[src/rtl/vga_pkg.sv]
// rtl/vga_pkg.sv - shared 640x480@60 VGA timing defaults and coordinate type
package vga_pkg;

  localparam int H_VISIBLE_DEF = 640;
  localparam int H_FRONT_DEF   = 16;
  localparam int H_SYNC_DEF    = 96;
  localparam int H_BACK_DEF    = 48;
  localparam int V_VISIBLE_DEF = 480;
  localparam int V_FRONT_DEF   = 10;
  localparam int V_SYNC_DEF    = 2;
  localparam int V_BACK_DEF    = 33;

  localparam int H_TOTAL = H_VISIBLE_DEF + H_FRONT_DEF + H_SYNC_DEF + H_BACK_DEF;
  localparam int V_TOTAL = V_VISIBLE_DEF + V_FRONT_DEF + V_SYNC_DEF + V_BACK_DEF;

  // Renderers size their playfields from these rather than restating 640/480.
  localparam int HRES = H_VISIBLE_DEF;
  localparam int VRES = V_VISIBLE_DEF;

  localparam int COORD_W = 10;
  typedef logic [COORD_W-1:0] coord_t;

endpackage

[src/rtl/vga_axis_counter.sv]
// rtl/vga_axis_counter.sv - one raster axis: wrapping counter with registered
// active-window and sync-window flags decoded from the next count.
module vga_axis_counter
  import vga_pkg::*;
#(
  parameter int VISIBLE = H_VISIBLE_DEF,
  parameter int FRONT   = H_FRONT_DEF,
  parameter int SYNC    = H_SYNC_DEF,
  parameter int BACK    = H_BACK_DEF
) (
  input  logic               clk,
  input  logic               reset_n,
  input  logic               en,
  output logic [COORD_W-1:0] count,
  output logic               wrap,
  output logic               active,
  output logic               sync
);

  localparam int TOTAL = VISIBLE + FRONT + SYNC + BACK;

  localparam coord_t C_LAST       = coord_t'(TOTAL - 1);
  localparam coord_t C_VISIBLE    = coord_t'(VISIBLE);
  localparam coord_t C_SYNC_FIRST = coord_t'(VISIBLE + FRONT);
  localparam coord_t C_SYNC_LAST  = coord_t'(VISIBLE + FRONT + SYNC - 1);

  if (TOTAL > 1024) begin : g_total_check
    $error("vga_axis_counter: TOTAL %0d exceeds 10-bit coordinate range", TOTAL);
  end

  coord_t r_count;
  logic   r_active;
  logic   r_sync;
  coord_t w_count_next;
  logic   w_last;

  assign w_last = (r_count == C_LAST);
  assign wrap   = en & w_last;

  always_comb begin
    w_count_next = r_count;
    if (en) begin
      w_count_next = w_last ? '0 : r_count + 1'b1;
    end
  end

  // Flags follow the next count so they line up with count in the same cycle.
  always_ff @(posedge clk or negedge reset_n) begin
    if (!reset_n) begin
      r_count  <= '0;
      r_active <= 1'b1;
      r_sync   <= 1'b0;
    end else begin
      r_count  <= w_count_next;
      r_active <= (w_count_next < C_VISIBLE);
      r_sync   <= (w_count_next >= C_SYNC_FIRST) && (w_count_next <= C_SYNC_LAST);
    end
  end

  assign count  = r_count;
  assign active = r_active;
  assign sync   = r_sync;

endmodule

[src/rtl/vga_timing.sv]
// rtl/vga_timing.sv - VGA raster timing: pixel coordinates, visible window,
// sync pulses and a once-per-frame vblank_start strobe.
module vga_timing
  import vga_pkg::*;
#(
  parameter int H_VISIBLE       = H_VISIBLE_DEF,
  parameter int H_FRONT         = H_FRONT_DEF,
  parameter int H_SYNC          = H_SYNC_DEF,
  parameter int H_BACK          = H_BACK_DEF,
  parameter int V_VISIBLE       = V_VISIBLE_DEF,
  parameter int V_FRONT         = V_FRONT_DEF,
  parameter int V_SYNC          = V_SYNC_DEF,
  parameter int V_BACK          = V_BACK_DEF,
  parameter bit SYNC_ACTIVE_LOW = 1'b1
) (
  input  logic       clk,
  input  logic       reset_n,
  output logic [9:0] x,
  output logic [9:0] y,
  output logic       visible,
  output logic       hsync,
  output logic       vsync,
  output logic       vblank_start
);

  localparam coord_t C_V_LAST_VISIBLE = coord_t'(V_VISIBLE - 1);

  coord_t w_h_count;
  coord_t w_v_count;
  logic   w_h_wrap;
  logic   w_h_active;
  logic   w_v_active;
  logic   w_h_sync;
  logic   w_v_sync;
  logic   w_unused_v_wrap;
  logic   r_vblank_start;

  vga_axis_counter #(
    .VISIBLE (H_VISIBLE),
    .FRONT   (H_FRONT),
    .SYNC    (H_SYNC),
    .BACK    (H_BACK)
  ) u_h_axis (
    .clk     (clk),
    .reset_n (reset_n),
    .en      (1'b1),
    .count   (w_h_count),
    .wrap    (w_h_wrap),
    .active  (w_h_active),
    .sync    (w_h_sync)
  );

  vga_axis_counter #(
    .VISIBLE (V_VISIBLE),
    .FRONT   (V_FRONT),
    .SYNC    (V_SYNC),
    .BACK    (V_BACK)
  ) u_v_axis (
    .clk     (clk),
    .reset_n (reset_n),
    .en      (w_h_wrap),
    .count   (w_v_count),
    .wrap    (w_unused_v_wrap),
    .active  (w_v_active),
    .sync    (w_v_sync)
  );

  // The next cycle is (0, V_VISIBLE) exactly when the line wraps on the last visible row.
  always_ff @(posedge clk or negedge reset_n) begin
    if (!reset_n) begin
      r_vblank_start <= 1'b0;
    end else begin
      r_vblank_start <= w_h_wrap && (w_v_count == C_V_LAST_VISIBLE);
    end
  end

  assign x            = w_h_count;
  assign y            = w_v_count;
  assign visible      = w_h_active & w_v_active;
  assign hsync        = w_h_sync ^ SYNC_ACTIVE_LOW;
  assign vsync        = w_v_sync ^ SYNC_ACTIVE_LOW;
  assign vblank_start = r_vblank_start;

endmodule

[config.mk]
export PLATFORM = sky130hd
export DESIGN_NAME = vga_timing
export DESIGN_NICKNAME = d
export VERILOG_FILES = /design/src/rtl/vga_pkg.sv /design/src/rtl/vga_axis_counter.sv /design/src/rtl/vga_timing.sv
export SDC_FILE = /design/constraint.sdc
export NUM_CORES = 1
export LEC_CHECK = 0
export BUFFER_PORTS_ARGS = -buffer_cell sky130_fd_sc_hd__buf_4
export CORE_AREA = 2 2 54 56
export CTS_CLUSTER_DIAMETER = 60
export DETAILED_ROUTE_END_ITERATION = 6
export DIE_AREA = 0 0 56 58
export PLACE_DENSITY_LB_ADDON = 0.12
export SLEW_MARGIN = 20
export SYNTH_ARGS = -nofsm -noshare
export SYNTH_HDL_FRONTEND = slang
export SYNTH_SLANG_ARGS = --single-unit
[constraint.sdc]
create_clock -name clk -period 2.93 [get_ports clk]
set_clock_uncertainty 0.1 [all_clocks]
set_input_delay 0.586 -clock clk [delete_from_list [all_inputs] [get_ports clk]]
set_output_delay 0.586 -clock clk [all_outputs]
set_load 0.02 [all_outputs]
==> results of run 1 <==
==> registers in the layout, indices dropped and copies added (netlist names) <==
signal and count:
u_h_axis.sync 1, u_h_axis.active 1, vblank_start 1, u_v_axis.active 1, u_v_axis.sync 1, u_h_axis.count 10, u_v_axis.count 10
==> synth_stat cells, types with 2 or more instances <==
| cell type | number | area share |
|---|---|---|
| nor3b_1 | 2 | 0.011 |
| dfrtp_1 | 23 | 0.41 |
| and4_1 | 2 | 0.012 |
| nor3_1 | 3 | 0.011 |
| buf_2 | 3 | 0.011 |
| nand4_1 | 5 | 0.022 |
| nor4b_1 | 2 | 0.012 |
| a21oi_1 | 5 | 0.018 |
| o21ai_0 | 10 | 0.036 |
| nor2_1 | 8 | 0.021 |
| nand3_1 | 9 | 0.032 |
| ha_1 | 4 | 0.036 |
| inv_1 | 12 | 0.032 |
| clkbuf_1 | 4 | 0.011 |
| o31ai_1 | 2 | 0.011 |
| xnor2_1 | 6 | 0.037 |
| a21o_1 | 3 | 0.016 |
| and2_1 | 2 | 0.0089 |
| xor2_1 | 3 | 0.019 |
| and3_1 | 3 | 0.013 |
| nand2_1 | 12 | 0.032 |
| dfstp_2 | 2 | 0.037 |
==> how the worst min path moves through the flow <==
stage	from	endpoint	depth (start not counted)
finish	reset_n	vblank_start	1
global route	reset_n	u_v_axis.count[0]	1
CTS	reset_n	u_v_axis.count[4]	1
detailed placement	reset_n	vblank_start	1
global placement	reset_n	vblank_start	1
floorplan	reset_n	u_h_axis.count[0]	0
==> cell families (layout without fill, tap and decap cells) <==
| logic type | count (synthesis) | in the layout | synth area share |
|---|---|---|---|
| AND/OR/NAND/NOR | 57 | 57 | 0.244 |
| AO/OA/AOI/OAI | 31 | 31 | 0.154 |
| flip-flops | 25 | 25 | 0.448 |
| buffers and inverters | 20 | 41 | 0.0615 |
| XOR/XNOR | 9 | 9 | 0.0562 |
| adder cells (fa/ha/maj) | 4 | 4 | 0.0357 |
==> worst register-to-register path, delay by kind of cell (launching register included) <==
kind	cells	cell delay (ns)
AND/OR/NAND/NOR	3	0.89
AO/OA/AOI/OAI	2	0.53
flip-flops	1	0.45
adder cells (fa/ha/maj)	1	0.25
==> placed cells by master, fill, tap and decap left out, types with 2 or more instances in the layout <==
cell / Yosys / layout
clkbuf_4: 0 / 3
dfrtp_1: 23 / 23
o31ai_1: 2 / 2
ha_1: 4 / 4
nor4b_1: 2 / 2
inv_1: 12 / 12
and3_1: 3 / 3
buf_4: 0 / 25
nor2_1: 8 / 8
nor3_1: 3 / 3
a21oi_1: 5 / 5
dfstp_2: 2 / 2
and4_1: 2 / 2
nand4_1: 5 / 5
nor3b_1: 2 / 2
xor2_1: 3 / 3
nand2_1: 12 / 12
xnor2_1: 6 / 6
and2_1: 2 / 2
o21ai_0: 10 / 10
a21o_1: 3 / 3
nand3_1: 9 / 9
==> through the flow <==
step / cell area [sq um] / total power [W] / hold WS (ns) / worst slack (ns) / util
global route: 1620 / 0.000531 / 0.0467 / 0.433 / 0.608
CTS: 1620 / 0.000521 / 0.0372 / 0.633 / 0.608
detailed placement: 1590 / 0.000359 / 0.407 / 0.652 / 0.596
floorplan: 1400 / 0.000352 / 0.190 / 0.621 / -
finish: 1620 / 0.000509 / 0.0482 / 0.629 / 0.608
global placement: 1590 / 0.000359 / 0.401 / 0.690 / 0.596
==> power breakdown <==
part           internal (W)  switching [W]  leakage (nW)
clock network     0.0000520       0.000104        0.0139
registers          0.000345              0         0.328
logic           0.000000909     0.00000661         0.348
==> area by class of cell <==
class / count / area share
clock inverter: 1 / 0.00464
sequential: 25 / 0.388
timing repair buffer: 25 / 0.116
clock buffer: 3 / 0.0139
inverter: 12 / 0.0278
tap: 31 / 0.0240
multi-input combinational: 101 / 0.425
==> per-layer routing <==
layer / track usage / wire [microns] / up-vias
met5: 0 / 0 / -
met4: 0.0884 / 44 / 0
met3: 0.0246 / 160 / 6
met2: 0.321 / 1380 / 37
met1: 0.254 / 1310 / 568
li1: - / - / 570
==> flow_metrics.tcl, run 1 <==
set metrics [dict create \
    slew_headroom 0.735 \
    crit_type "reg2reg" \
    drc 0 \
    setup_viol 0 \
    area_growth_syn_to_layout_pct 15.3 \
    drv_slew 0 \
    path_buf_inv 0 \
    synth_cells 146 \
    syn_area_sq_um 1400 \
    cts_root_buf "clkbuf_4" \
    ys_warn_count 0 \
    insertion_delay_ns 0.31 \
    worstSetupEndpointType "register" \
    overflow 0 \
    ant_nets 0 \
    cts_tree "built" \
    cts_resized 0 \
    path_max_fanout 6 \
    synth-edff-count 0 \
    p_leak_nw 0.690 \
    fin_nets 174 \
    required_ns 3.05 \
    stdcell_count 198 \
    rr_worst_depth 6 \
    drt_iter0_markers 54 \
    synth-seq-cells 25 \
    fill_cells 234 \
    fin_crit_ns 2.30 \
    htreeDepth 1 \
    yosysUniqueCellTypes 43 \
    wl_microns 2890 \
    routedWlPerCell_microns 14.6 \
    clockBufferDepth 2 \
    fp.dieArea_sq_um 3250 \
    fmax_mhz 435 \
    worst-path-stages 6 \
    coreArea_sq_um 2660 \
    irDropWorstVdd_mv 0.237 \
    grt_pass1_vias 1087 \
    routabilityCongestion 0.913 \
    dp_hpwl_microns 2080 \
    path_delay_family "simple AND/OR/NAND/NOR gates" \
    numCtsBuffers 3 \
    placedCellCount 194 \
    worst_slew_pin_slew_ns 0.394 \
    startpoint_type "register" \
    crit_path_cell_trace "ha_1 > and4_1 > nand3_1 > or4_1 > a21o_1 > a2111oi_2" \
    crit_path_end "u_v_axis.sync" \
    post_cts_buffers 0 \
    drt_first_pass_iters 4 \
    drive_gt1_frac 0.216 \
    syn_nets 152 \
    maxCapViolCount 0 \
    critical_path.startpoint "u_h_axis.count[0]" \
    antenna_found_initial 0 \
    rsz0062_at_grt "no" \
    grt_util_all_layers 0.193 \
    timing.rr.start "u_h_axis.count[0]" \
    grt_pass1_wl_microns 4990 \
    multi_input_area_sq_um 688 \
    holdBufCountCts 0 \
    num_rows 19 \
    critPathMaxStageDelay_ns 0.47 \
    power_density_nw_per_um2 314 \
    crit_arrival_ns 2.42 \
    pin_count 26 \
    avgSynthCellArea_sq_um 9.61 \
    hold_class "in2async" \
    die_w_microns 56 \
    seqCellArea_sq_um 628 \
    r2r_slack_ns 0.63 \
    async_reset_ff_frac 1.00 \
    start_util 0.527 \
    clock-sinks 25 \
    critPathSlowestCell "or4_1" \
    clk_pin_slew_ns 0.14 \
    grt_max_degree 26 \
    vias 1181 \
    antennaDiodeCount 0 \
    status "completed" \
    numPortBuffers 25 \
    reg2reg_to "u_v_axis.sync" \
    post-route-period-util 0.785 \
    die_y_microns 58 \
    ys_dominant_reg_cell "dfrtp_1" \
    ys_seq_area_frac 0.448 \
    via_per_inst 5.96 \
    finalSetupTns_ns 0 \
    timing.final.hold_violations 0 \
]
Note: power is estimated with default switching activity, not from simulation.
==> inputs of run 2 (changes only) <==
--- a/config.mk
+++ b/config.mk
@@ -6,10 +6,10 @@
 export NUM_CORES = 1
 export LEC_CHECK = 0
 export BUFFER_PORTS_ARGS = -buffer_cell sky130_fd_sc_hd__buf_4
-export CORE_AREA = 2 2 54 56
+export CORE_AREA = 2 2 57 59
 export CTS_CLUSTER_DIAMETER = 60
 export DETAILED_ROUTE_END_ITERATION = 6
-export DIE_AREA = 0 0 56 58
+export DIE_AREA = 0 0 59 61
 export PLACE_DENSITY_LB_ADDON = 0.12
 export SLEW_MARGIN = 20
 export SYNTH_ARGS = -nofsm -noshare
==> constraint.sdc (replaced) <==
create_clock -name clk -period 1.9 [get_ports clk]
set_clock_uncertainty 0.1 [all_clocks]
set_input_delay 0.38 -clock clk [delete_from_list [all_inputs] [get_ports clk]]
set_output_delay 0.38 -clock clk [all_outputs]
set_load 0.02 [all_outputs]
==> flow_metrics.tcl, run 2 (synthesized netlist as in run 1, its figures left out) <==
set metrics [dict create \
    die_w_microns 59 \
    overflow 0 \
    numCtsBuffers 3 \
    fmax_mhz 489 \
    layout_commonest_cell "buf_4" \
    fill_cells 258 \
    p_leak_nw 0.873 \
    critPathSlowestCell "or4_1" \
    fin_ws_ns -0.145 \
    numPortBuffers 25 \
    grt_pass1_vias 1182 \
    status "complete, but fails checks" \
    drt_first_pass_iters 4 \
    routabilityCongestion 0.796 \
    timing.final.hold_violations 0 \
    grt_util_all_layers 0.191 \
    fin_util 0.654 \
    startpoint_type "register" \
    ant_nets 0 \
    post-route-period-util 1.08 \
    worst_slew_pin_slew_ns 0.365 \
    drv_slew 0 \
    grt_max_degree 26 \
    path_max_fanout 4 \
    placedCellCount 228 \
    stdcell_count 235 \
    irDropWorstVdd_mv 0.363 \
    start_util 0.475 \
    wl_microns 3300 \
    crit_type "reg2reg" \
    drc 0 \
    clk_pin_slew_ns 0.15 \
    worstSetupEndpointType "register" \
    insertion_delay_ns 0.32 \
    vias 1300 \
    die_y_microns 61 \
    clock-sinks 25 \
    cts_tree "built" \
    path_delay_family "simple AND/OR/NAND/NOR gates" \
    num_rows 20 \
    most-common-layout-cells "buf_4, dfrtp_1, inv_1, nand2_1, o21ai_0" \
    clockBufferDepth 2 \
    antennaDiodeCount 0 \
    grt_pass1_wl_microns 5220 \
    finalSetupTns_ns -0.197 \
    fp.dieArea_sq_um 3600 \
    rsz0062_at_grt "yes" \
    area_growth_syn_to_layout_pct 37.7 \
    cts_root_buf "clkbuf_4" \
    hold_class "in2async" \
    dp_slack_ns -0.142 \
    failed_checks "negative setup slack" \
    dp_hpwl_microns 2460 \
    fin_nets 209 \
    via_per_inst 5.53 \
    maxCapViolCount 0 \
    crit_arrival_ns 2.18 \
    drive_gt1_frac 0.386 \
    critPathMaxStageDelay_ns 0.47 \
    setup_viol 4 \
    htreeDepth 1 \
    power_density_nw_per_um2 411 \
    pin_count 26 \
    antenna_found_initial 0 \
    coreArea_sq_um 2950 \
    required_ns 2.03 \
    fin_crit_ns 2.04 \
    path_buf_inv 0 \
    drt_iter0_markers 54 \
    slew_headroom 0.756 \
    routedWlPerCell_microns 14.1 \
    crit_path_cell_trace "nor4b_4 > nand3_1 > or4_1 > a21o_1 > a2111oi_4" \
]
run 2: final timing paths:
| path | startpoint | endpoint | slack, ns | depth (start not counted) |
|---|---|---|---|---|
| hold reg to reg | u_v_axis.count[1] | u_v_axis.count[1] | 0.49 | 2 |
| hold / removal | reset_n | u_v_axis.count[2] | 0.38 | 2 |
| min in group clk | u_v_axis.count[1] | u_v_axis.count[1] | 0.49 | 2 |
| max in group asynchronous | reset_n | u_v_axis.active | 1.04 | 2 |
| setup reg to reg | u_h_axis.count[6] | u_v_axis.sync | -0.14 | 5 |
| setup / recovery | u_h_axis.count[6] | u_v_axis.sync | -0.14 | 5 |
run 2: what timing repair did:
| item | CTS | global route |
|---|---|---|
| pin swaps | 1 | 3 |
| endpoints found under the hold margin | 23 | 0 |
| cloned | 0 | 0 |
| hold buffers | 1 | 0 |
| setup endpoints to repair | 2 | 5 |
| setup buffers | 0 | 2 |
| resized for setup | 1 | 5 |
run 2: routing by layer:
metal,routed length [microns],GRT usage
met1,1430,0.245
met2,1720,0.346
met3,130,0.0192
met4,19,0.0487
met5,0,0
run 2: power by group:
group	switching, W	leakage, nW	internal, W
Clock	0.000169	0.0177	0.0000787
Sequential	0	0.326	0.000532
Combinational	0.0000101	0.530	0.00000274
run 2: through the flow:
stage | area (sq um) | hold slack [ns] | power (W)
after global placement | 1850 | 0.201 | 0.000554
after global routing | 1930 | 0.398 | 0.000820
after CTS | 1890 | 0.385 | 0.000802
after floorplan | 1430 | -0.0156 | 0.000542
final | 1930 | 0.377 | 0.000793
after detailed placement | 1850 | 0.203 | 0.000555
run 2: cell type report:
type                    instances  area (sq um)  area share
clock buffers                   3          22.5      0.0117
clock inverters                 1          5.00     0.00259
inverters                      12          45.0      0.0233
multi-input cells             101           729       0.378
flip-flops and latches         25           632       0.327
well taps                      33          41.3      0.0214
repair buffers                 60           457       0.236
